## src/rtl/module_bcd_binario_pkg.sv

```systemverilog
// Shared types and constants for the sequential BCD-to-binary converter.
package pkg_bcd;

    typedef enum logic {IDLE, CONV} estado_bcd_t;

    localparam logic [3:0] BCD_MAX = 4'd9;
    localparam int         BCD_W   = 4;

    function automatic longint unsigned pow10(input int n);
        longint unsigned p;
        p = 64'd1;
        for (int i = 0; i < n; i++) p = p * 64'd10;
        return p;
    endfunction

endpackage

```

## src/rtl/module_bcd_binario_mul10_suma.sv

```systemverilog
// Combinational acc*10 + digit built from two shifts and adds, truncated to WIDTH.
module mul10_suma #(
    parameter int WIDTH = 14
) (
    input  logic [WIDTH-1:0] acc,
    input  logic [3:0]       digit,
    output logic [WIDTH-1:0] result
);

    assign result = (acc << 3) + (acc << 1) + WIDTH'(digit);

endmodule

```

## src/rtl/module_bcd_binario.sv

```systemverilog
// Sequential BCD-to-binary converter: one multiply-by-10-and-add step per clock,
// most significant digit first, with a one-cycle completion pulse.
module module_bcd_binario
    import pkg_bcd::*;
#(
    parameter int N_DIGITS = 4,
    parameter int WIDTH    = 14
) (
    input  logic                      clk,
    input  logic                      rst,
    input  logic                      iniciar,
    input  logic [BCD_W*N_DIGITS-1:0] bcd_input,
    output logic [WIDTH-1:0]          numero_output,
    output logic                      listo,
    output logic                      ocupado,
    output logic                      error_bcd
);

    localparam int              CNT_W   = (N_DIGITS > 1) ? $clog2(N_DIGITS) : 1;
    localparam int              DIG_W   = BCD_W * N_DIGITS;
    localparam longint unsigned MAX_DEC = pow10(N_DIGITS) - 64'd1;

    // The widest decimal value must fit in the output, otherwise refuse to elaborate.
    generate
        if (WIDTH < 64) begin : g_width_check
            if ((64'd1 << WIDTH) <= MAX_DEC) begin : g_width_too_small
                $error("module_bcd_binario: WIDTH too small for N_DIGITS");
            end
        end
    endgenerate

    estado_bcd_t      state_reg;
    logic [DIG_W-1:0] shift_reg;
    logic [WIDTH-1:0] acc_reg;
    logic [CNT_W-1:0] cnt_reg;
    logic             invalid_reg;
    logic [WIDTH-1:0] acc_next;
    logic [N_DIGITS-1:0] digit_bad;

    genvar gi;
    generate
        for (gi = 0; gi < N_DIGITS; gi++) begin : g_digit_check
            assign digit_bad[gi] = bcd_input[gi*BCD_W +: BCD_W] > BCD_MAX;
        end
    endgenerate

    mul10_suma #(.WIDTH(WIDTH)) u_mul10_suma (
        .acc    (acc_reg),
        .digit  (shift_reg[DIG_W-1 -: BCD_W]),
        .result (acc_next)
    );

    always_ff @(posedge clk) begin
        if (rst) begin
            state_reg     <= IDLE;
            shift_reg     <= '0;
            acc_reg       <= '0;
            cnt_reg       <= '0;
            invalid_reg   <= 1'b0;
            numero_output <= '0;
            listo         <= 1'b0;
            ocupado       <= 1'b0;
            error_bcd     <= 1'b0;
        end else begin
            listo <= 1'b0;
            case (state_reg)
                IDLE: begin
                    if (iniciar) begin
                        shift_reg   <= bcd_input;
                        acc_reg     <= '0;
                        cnt_reg     <= CNT_W'(N_DIGITS - 1);
                        invalid_reg <= |digit_bad;
                        ocupado     <= 1'b1;
                        state_reg   <= CONV;
                    end
                end
                CONV: begin
                    acc_reg   <= acc_next;
                    shift_reg <= shift_reg << BCD_W;
                    cnt_reg   <= cnt_reg - 1'b1;
                    if (cnt_reg == '0) begin
                        // A bad digit discards the arithmetic result entirely.
                        numero_output <= invalid_reg ? '0 : acc_next;
                        error_bcd     <= invalid_reg;
                        listo         <= 1'b1;
                        ocupado       <= 1'b0;
                        state_reg     <= IDLE;
                    end
                end
                default: state_reg <= IDLE;
            endcase
        end
    end

endmodule

```

## config.mk

```make
export PLATFORM = sky130hd
export DESIGN_NAME = module_bcd_binario
export DESIGN_NICKNAME = d
export VERILOG_FILES = /design/src/rtl/module_bcd_binario_pkg.sv /design/src/rtl/module_bcd_binario_mul10_suma.sv /design/src/rtl/module_bcd_binario.sv
export SDC_FILE = /design/constraint.sdc
export NUM_CORES = 1
export LEC_CHECK = 0
export ABC_AREA = 1
export BUFFER_PORTS_ARGS = -buffer_cell sky130_fd_sc_hd__buf_2
export CAP_MARGIN = 20
export CELL_PAD_IN_SITES_DETAIL_PLACEMENT = 0
export CELL_PAD_IN_SITES_GLOBAL_PLACEMENT = 2
export CORE_ASPECT_RATIO = 1.4
export CORE_MARGIN = 2
export CORE_UTILIZATION = 29
export DETAILED_ROUTE_END_ITERATION = 6
export GPL_TIMING_DRIVEN = 0
export PLACE_DENSITY_LB_ADDON = 0.1
export SETUP_SLACK_MARGIN = 0.05
export SLEW_MARGIN = 10
export SYNTH_ARGS = -nofsm -noshare
export SYNTH_HDL_FRONTEND = slang
export SYNTH_HIERARCHICAL = 1
export SYNTH_SLANG_ARGS = --single-unit
export TNS_END_PERCENT = 5
```

## constraint.sdc

```tcl
create_clock -name clk -period 1.95 [get_ports clk]
set_input_delay 0.39 -clock clk [delete_from_list [all_inputs] [get_ports clk]]
set_output_delay 0.39 -clock clk [all_outputs]
set_load 0.005 [all_outputs]
```

[Word-level counts from Yosys, hierarchy flattened]
Cells that the tools add are included.
Operators by class
  div/mod/pow operators: 0
  eq/ne operators: 2
  multiply operators: 0
  reduce and logical (&&, ||, !) cells: 6
  shift operators: 0
  bitwise logic cells: 1
  add/sub/neg operators: 3
  mux-type cells: 14
  magnitude comparators: 4
Operator list (number)
  $pmux W16 S2: 1
  $pmux W13 S2: 1
  $gt A4 B4 Y1 const B: 4
  $mux W16: 1
  $add A14 B14 Y14: 1
  $add A14 B4 Y14: 1
  $mux W14: 1
  $mux W13: 1
  $reduce_and A2 Y1: 3
  $mux W1: 5
  $pmux W1 S2: 2
  $pmux W2 S2: 1
  $reduce_or A4 Y1: 1
  $logic_not A2 Y1: 1
  $mux W2: 1
  $ne A2 B1 Y1 const B: 1
  $ne A2 B2 Y1 const B: 1
  $reduce_or A2 Y1: 1
  $sub A2 B1 Y2 const B: 1
  $not A1 Y1: 1
Word-level totals
  logic and storage cells: 39
  register bits after elaboration: 50
  RAM bits: 0
  memories: 0
  input bits: 19
  ROM bits: 0
  output and inout port bits: 17
  bits in latches: 0

[Depth between registers and ports, before layout]
Gate-level depths: netlist (run 1).
  depth in word-level cells: 3
  depth in mapped cells: 14
  gate-level depth less buffers: 14

[By module]
Netlist (run 1), hierarchy kept.
Modules (own cells, without submodules)
  module_bcd_binario: times used 1, area an instance 1898.1 um2, seq. area each 1021.0 um2, cells each 251
  mul10_suma: times used 1, area an instance 838.3 um2, seq. area each 0.0 um2, cells each 144

[Least setup slack after synthesis (run 1)]
No wires, ideal clock.
  kind: register to register
  from: reg acc_reg[0]
  to: reg acc_reg[10]
  library setup time: 132 ps
  data required time: 1818 ps
  data arrival time: 1936 ps
  buffers on the path: 0
  period minus slack after synthesis: 2067 ps
  stages on the path, launching flop included: 13
  path slack: -117 ps
  cell sequence: dfxtp_1 > inv_1 > fa_1 > inv_1 > fa_1 > nand2_1 > nand3_1 > nand3_1 > nand2_1 > nand2_1 > nand2_1 > nand2_1 > a21oi_1
On the way
  longest elaborated chain between the ends: 3
RTL lines
  start: declaration: RTL line module_bcd_binario.sv:34  | logic [WIDTH-1:0] acc_reg;
  start signal: assignment: RTL line module_bcd_binario.sv:78  | acc_reg <= acc_next;
  $add A14 B14 Y14: RTL line module_bcd_binario_mul10_suma.sv:10  | assign result = (acc << 3) + (acc << 1) + WIDTH'(digit);
  $add A14 B4 Y14: RTL line module_bcd_binario_mul10_suma.sv:10
  named net acc_next[10]: RTL line module_bcd_binario.sv:37  | logic [WIDTH-1:0] acc_next;
  $pmux W13 S2: RTL line module_bcd_binario.sv:66  | case (state_reg)
The timed path passes the listed nets, and every way through them passes these cells.
A chain may end at the register's enable or synchronous reset.

[Final worst setup path (run 1)]
  from: reg shift_reg[15]
  to: reg acc_reg[10]
On the way
  longest elaborated chain between the ends: 2
RTL lines
  start: declaration: RTL line module_bcd_binario.sv:33  | logic [DIG_W-1:0] shift_reg;
  start signal: assignment: RTL line module_bcd_binario.sv:69  | shift_reg <= bcd_input;
  start signal: assignment: RTL line module_bcd_binario.sv:79  | shift_reg <= shift_reg << BCD_W;
  $add A14 B4 Y14: RTL line module_bcd_binario_mul10_suma.sv:10
  named net acc_next[10]: RTL line module_bcd_binario.sv:37
  $pmux W13 S2: RTL line module_bcd_binario.sv:66
The timed path passes the listed nets, and every way through them passes these cells.

==> impl_metrics.yaml, run 1 <==
place:
  hpwl_um: 6110
  place_inst: 534
  place_congestion: 0.778
  portBuffers: 35
pwr:
  total_power_mw: 2.36
  p_leak_nw: 1.72
  ir_drop_v: 0.000479
  powerDensity_nw_per_um2: 700
sta:
  clock-skew-final_ns: 0.0106
  slew_violations: 0
  period_needed_ns: 2.07
  setup_ws_ns: -0.122
  tns_ns: -1.25
  slew_headroom_pct: 57.9
  period_share_pct: 106
  tightest_slew_ns: 0.631
  rsz0062_at_grt: "true"
  setup_viol_count_final: 18
  fmax_mhz: 483
  hold_viol_final: 0
synth:
  netlist_area_um2: 2710
  yosys_warnings: 6
  netlist_instances: 392
  synth.avg_cell_area_um2: 6.91
  synth_fp_nets: 436
clock_tree:
  cts_sinks: 50
  htreeDepth: 2
  clock_latency_ns: 0.29
  cts_root_buf: "clkbuf_16"
  cts_made_buffers: 5
  tritoncts: "yes"
  clk_pin_slew_ns: 0.07
  cts.path.max_buffers: 2
cells_and_area:
  area_delta_synth_final_pct: 24.7
  final_cell_mix: "nand2_1 (134), dfxtp_1 (46), inv_1 (43)"
  drive_gt1_share_pct: 22.6
  antenna_cells: 0
  finalNonFillerCells: 546
  final_common_cell: "nand2_1"
  largest_reg_flops: 16
  utilization_pct: 37.4
  fin_nets: 482
route:
  wire_per_inst_um: 14.0
  remaining_drc_errors: 0
  drtIter0Drc: 115
  firstDrtPassIters: 4
  vias: 2527
  postRouteAntennaNets: 0
  via_per_inst: 4.63
  wl_um: 7640
floorplanning:
  pin_count: 36
  fp.dieArea_um2: 10100
  die-width_um: 85.7
  core_um2: 9030
  rows: 41
  floorplan.initialDensity_pct: 30.0
  die_h_um: 118
critical_path:
  worstPathArrival_ns: 2.23
  cp_max_fo: 4
  crit_path_start_kind: "flop"
  critPathKind: "flop to flop"
  crit_path_end_kind: "flop"
  cp.required_ns: 2.10
global_routing:
  grt_antenna_before_repair: 0
  grt_first_pass_wirelength_um: 12600
  grt_pass1_vias: 2500
  track_usage_pct: 16.0
  grt-ovfl-total: 0
  grt_max_degree: 18
run:
  maxCapViolCount: 0
status:
  status: "complete, but fails checks"
  violations: "setup timing"
hold_path:
  hp-class: "input pin to flop"
## area by class of cell
type                       count  area, um^2
buffer                        15        78.8
timing repair buffer          39         205
sequential                    50        1010
multi-input combinational    282        1610
fill                        1015        5650
tap                          107         134
inverter                      45         169
clock buffer                   5         125
clock inverter                 3        47.5
## worst max-delay path, stage by stage, from the launching register on
cell and delay (ns):
dfxtp_2 0.33, inv_2 0.04, fa_1 0.54, inv_2 0.06, fa_2 0.39, nand2_1 0.10
nand3_2 0.08, nand3_2 0.09, nand2_1 0.05, nand2_1 0.07, nand2_2 0.06, nand2_2 0.07
a21oi_1 0.06
## routing by layer
metal	wire length, um	global-route usage (%)	vias up
li1	-	-	1336
met1	3200	19.1	1144
met2	4140	29.4	42
met5	0	0	-
met4	73	3.87	0
met3	222	2.30	5
## path summary, 6_finish.rpt
check / from / endpoint / slack, ns / depth (start not counted)
max reg2reg: shift_reg[15]$_SDFFE_PP0P_ / acc_reg[10]$_SDFFE_PP0P_ / -0.12 / 12
max: shift_reg[15]$_SDFFE_PP0P_ / acc_reg[10]$_SDFFE_PP0P_ / -0.12 / 12
min reg2reg: invalid_reg$_SDFFE_PP0P_ / error_bcd$_SDFFE_PP0P_ / 0.47 / 2
min: bcd_input[0] / shift_reg[0]$_SDFFE_PP0P_ / 0.34 / 3
## through the flow
| step | worst slack, ns | hold slack (ns) | cell area, um^2 |
|---|---|---|---|
| 2_1_floorplan | 0.0521 | 0.427 | 2710 |
| 3_3_place_gp | -0.273 | 0.445 | 3020 |
| 3_5_place_dp | -0.250 | 0.455 | 3020 |
| 4_1_cts | -0.174 | 0.336 | 3280 |
| 5_1_grt | -0.241 | 0.344 | 3380 |
| 6_report | -0.122 | 0.343 | 3380 |
## power breakdown
part	internal (mW)	leakage, nW	switching [mW]
logic	0.0963	1.22	0.169
clock network	0.613	0.0844	0.406
registers	1.06	0.409	0.0218
total	1.77	1.72	0.596
## repair_timing
action,CTS,global route
gates resized for setup,12,24
buffers inserted,3,1
hold buffers,0,0
pin swaps,18,9
setup endpoints to repair,17,19
Note: power is estimated with default switching activity, not from simulation.
==> run 2, diff against run 1 <==
--- a/config.mk
+++ b/config.mk
@@ -17,6 +17,7 @@
 export GPL_TIMING_DRIVEN = 0
 export PLACE_DENSITY_LB_ADDON = 0.1
 export SETUP_SLACK_MARGIN = 0.05
+export SKIP_LAST_GASP = 1
 export SLEW_MARGIN = 10
 export SYNTH_ARGS = -nofsm -noshare
 export SYNTH_HDL_FRONTEND = slang
==> impl_metrics.yaml, run 2 (synthesized netlist as in run 1, its figures left out) <==
place:
  hpwl_um: 6110
  post-place-ws_ns: -0.250
  place_inst: 534
  portBuffers: 35
  place_congestion: 0.778
  dpl_cell_area_um2: 3020
global_routing:
  grt_first_pass_wirelength_um: 12600
  grt_pass1_vias: 2501
  grt_max_degree: 18
  track_usage_pct: 16.0
  grt-ovfl-total: 0
  grt_antenna_before_repair: 0
pwr:
  pwr-share-clk_pct: 43.1
  pwr-share-seq_pct: 45.8
  pwr-share-comb_pct: 11.2
  ir_drop_v: 0.000477
  powerDensity_nw_per_um2: 701
  swShare_pct: 25.2
  p_leak_nw: 1.71
  internal_power_mw: 1.77
  total_power_mw: 2.36
  switchingPower_mw: 0.595
cells_and_area:
  final_cell_area_um2: 3370
  final_common_cell: "nand2_1"
  drive_gt1_share_pct: 22.3
  largest_reg_flops: 16
  finalNonFillerCells: 546
  area_delta_synth_final_pct: 24.5
  antenna_cells: 0
  fin_nets: 482
  final_cell_mix: "nand2_1 (134), dfxtp_1 (47), inv_1 (43)"
  utilization_pct: 37.3
clock_tree:
  tritoncts: "yes"
  cts_sinks: 50
  clk_pin_slew_ns: 0.07
  cts.path.max_buffers: 2
  cts_root_buf: "clkbuf_16"
  clock_latency_ns: 0.29
  cts_made_buffers: 5
  htreeDepth: 2
sta:
  period_share_pct: 106
  clock-skew-final_ns: 0.0107
  period_needed_ns: 2.07
  setup_ws_ns: -0.120
  slew_headroom_pct: 57.8
  slew_violations: 0
  tightest_slew_ns: 0.633
  hold_viol_final: 0
  rsz0062_at_grt: "true"
  setup_viol_count_final: 17
  fmax_mhz: 483
route:
  vias: 2529
  postRouteAntennaNets: 0
  drtIter0Drc: 112
  remaining_drc_errors: 0
  via_per_inst: 4.63
  firstDrtPassIters: 4
  wire_per_inst_um: 14.0
  wl_um: 7650
status:
  status: "complete, but fails checks"
  violations: "setup timing"
critical_path:
  crit_path_start: "shift_reg[15]$_SDFFE_PP0P_"
  r2r-start: "shift_reg[15]$_SDFFE_PP0P_"
  crit_path_start_kind: "flop"
  critPathKind: "flop to flop"
  cp.required_ns: 2.10
  cp_max_fo: 4
  crit_path_end_kind: "flop"
  worstPathArrival_ns: 2.22
hold_path:
  hp-class: "input pin to flop"
  min_from: "bcd_input[0]"
floorplanning:
  pin_count: 36
  die-width_um: 85.7
  fp.dieArea_um2: 10100
  rows: 41
  die_h_um: 118
  floorplan.initialDensity_pct: 30.0
  core_um2: 9030
run:
  maxCapViolCount: 0
[run 2: cell counts in the layout (fill, tap and decap cells not counted)]
No cell type changed its count.
[run 2: worst paths after layout]
check        slack, ns  cells after the start                   endpoint
min               0.34                      3  shift_reg[0]$_SDFFE_PP0P_
min reg2reg       0.47                      2     error_bcd$_SDFFE_PP0P_
max              -0.12                     12   acc_reg[10]$_SDFFE_PP0P_
max reg2reg      -0.12                     12   acc_reg[10]$_SDFFE_PP0P_
[run 2: final cells by class]
class / count / area [um^2]
fill: 1016 / 5660
multi-input combinational: 282 / 1610
sequential: 50 / 1000
timing repair buffer: 39 / 205
inverter: 45 / 169
tap: 107 / 134
clock buffer: 5 / 125
buffer: 15 / 78.8
clock inverter: 3 / 47.5
[run 2: per-stage QoR]
stage / TNS, ns / hold WS (ns)
detailed placement: -2.65 / 0.455
CTS: -2.41 / 0.336
global placement: -2.46 / 0.445
global route: -3.82 / 0.344
floorplan: 0 / 0.427
finish: -1.31 / 0.343
[run 2: repair_timing]
action                     in CTS  in global routing
setup buffers                   3                  1
gates resized for setup         9                 25
setup endpoints to repair      17                 19
hold buffers                    0                  0
gates cloned                    0                  0
pin swaps                      11                 10
[run 2: worst max-delay path, cell delays in order (launching register included)]
cell and delay, ns:
dfxtp_2 0.33, inv_2 0.04, fa_1 0.54, inv_2 0.06
fa_2 0.39, nand2_1 0.10, nand3_2 0.08, nand3_2 0.09
nand2_1 0.05, nand2_1 0.07, nand2_2 0.06, nand2_2 0.07
a21oi_1 0.06
[run 2: power groups by stage]
stage / clock (mW) / combinational (mW) / sequential, mW
after floorplan: 0 / 0.163 / 1.10
after global placement: 0 / 0.251 / 1.11
after detailed placement: 0 / 0.253 / 1.11
after CTS: 1.06 / 0.262 / 1.08
after global routing: 1.10 / 0.303 / 1.09
final: 1.02 / 0.264 / 1.08
[run 2: per-layer routing]
metal	track usage [%]	routed length, um	vias to the layer above
met2	29.4	4130	40
met5	0	0	-
met4	3.87	73	0
met1	19.1	3210	1148
met3	2.30	227	5
li1	-	-	1336
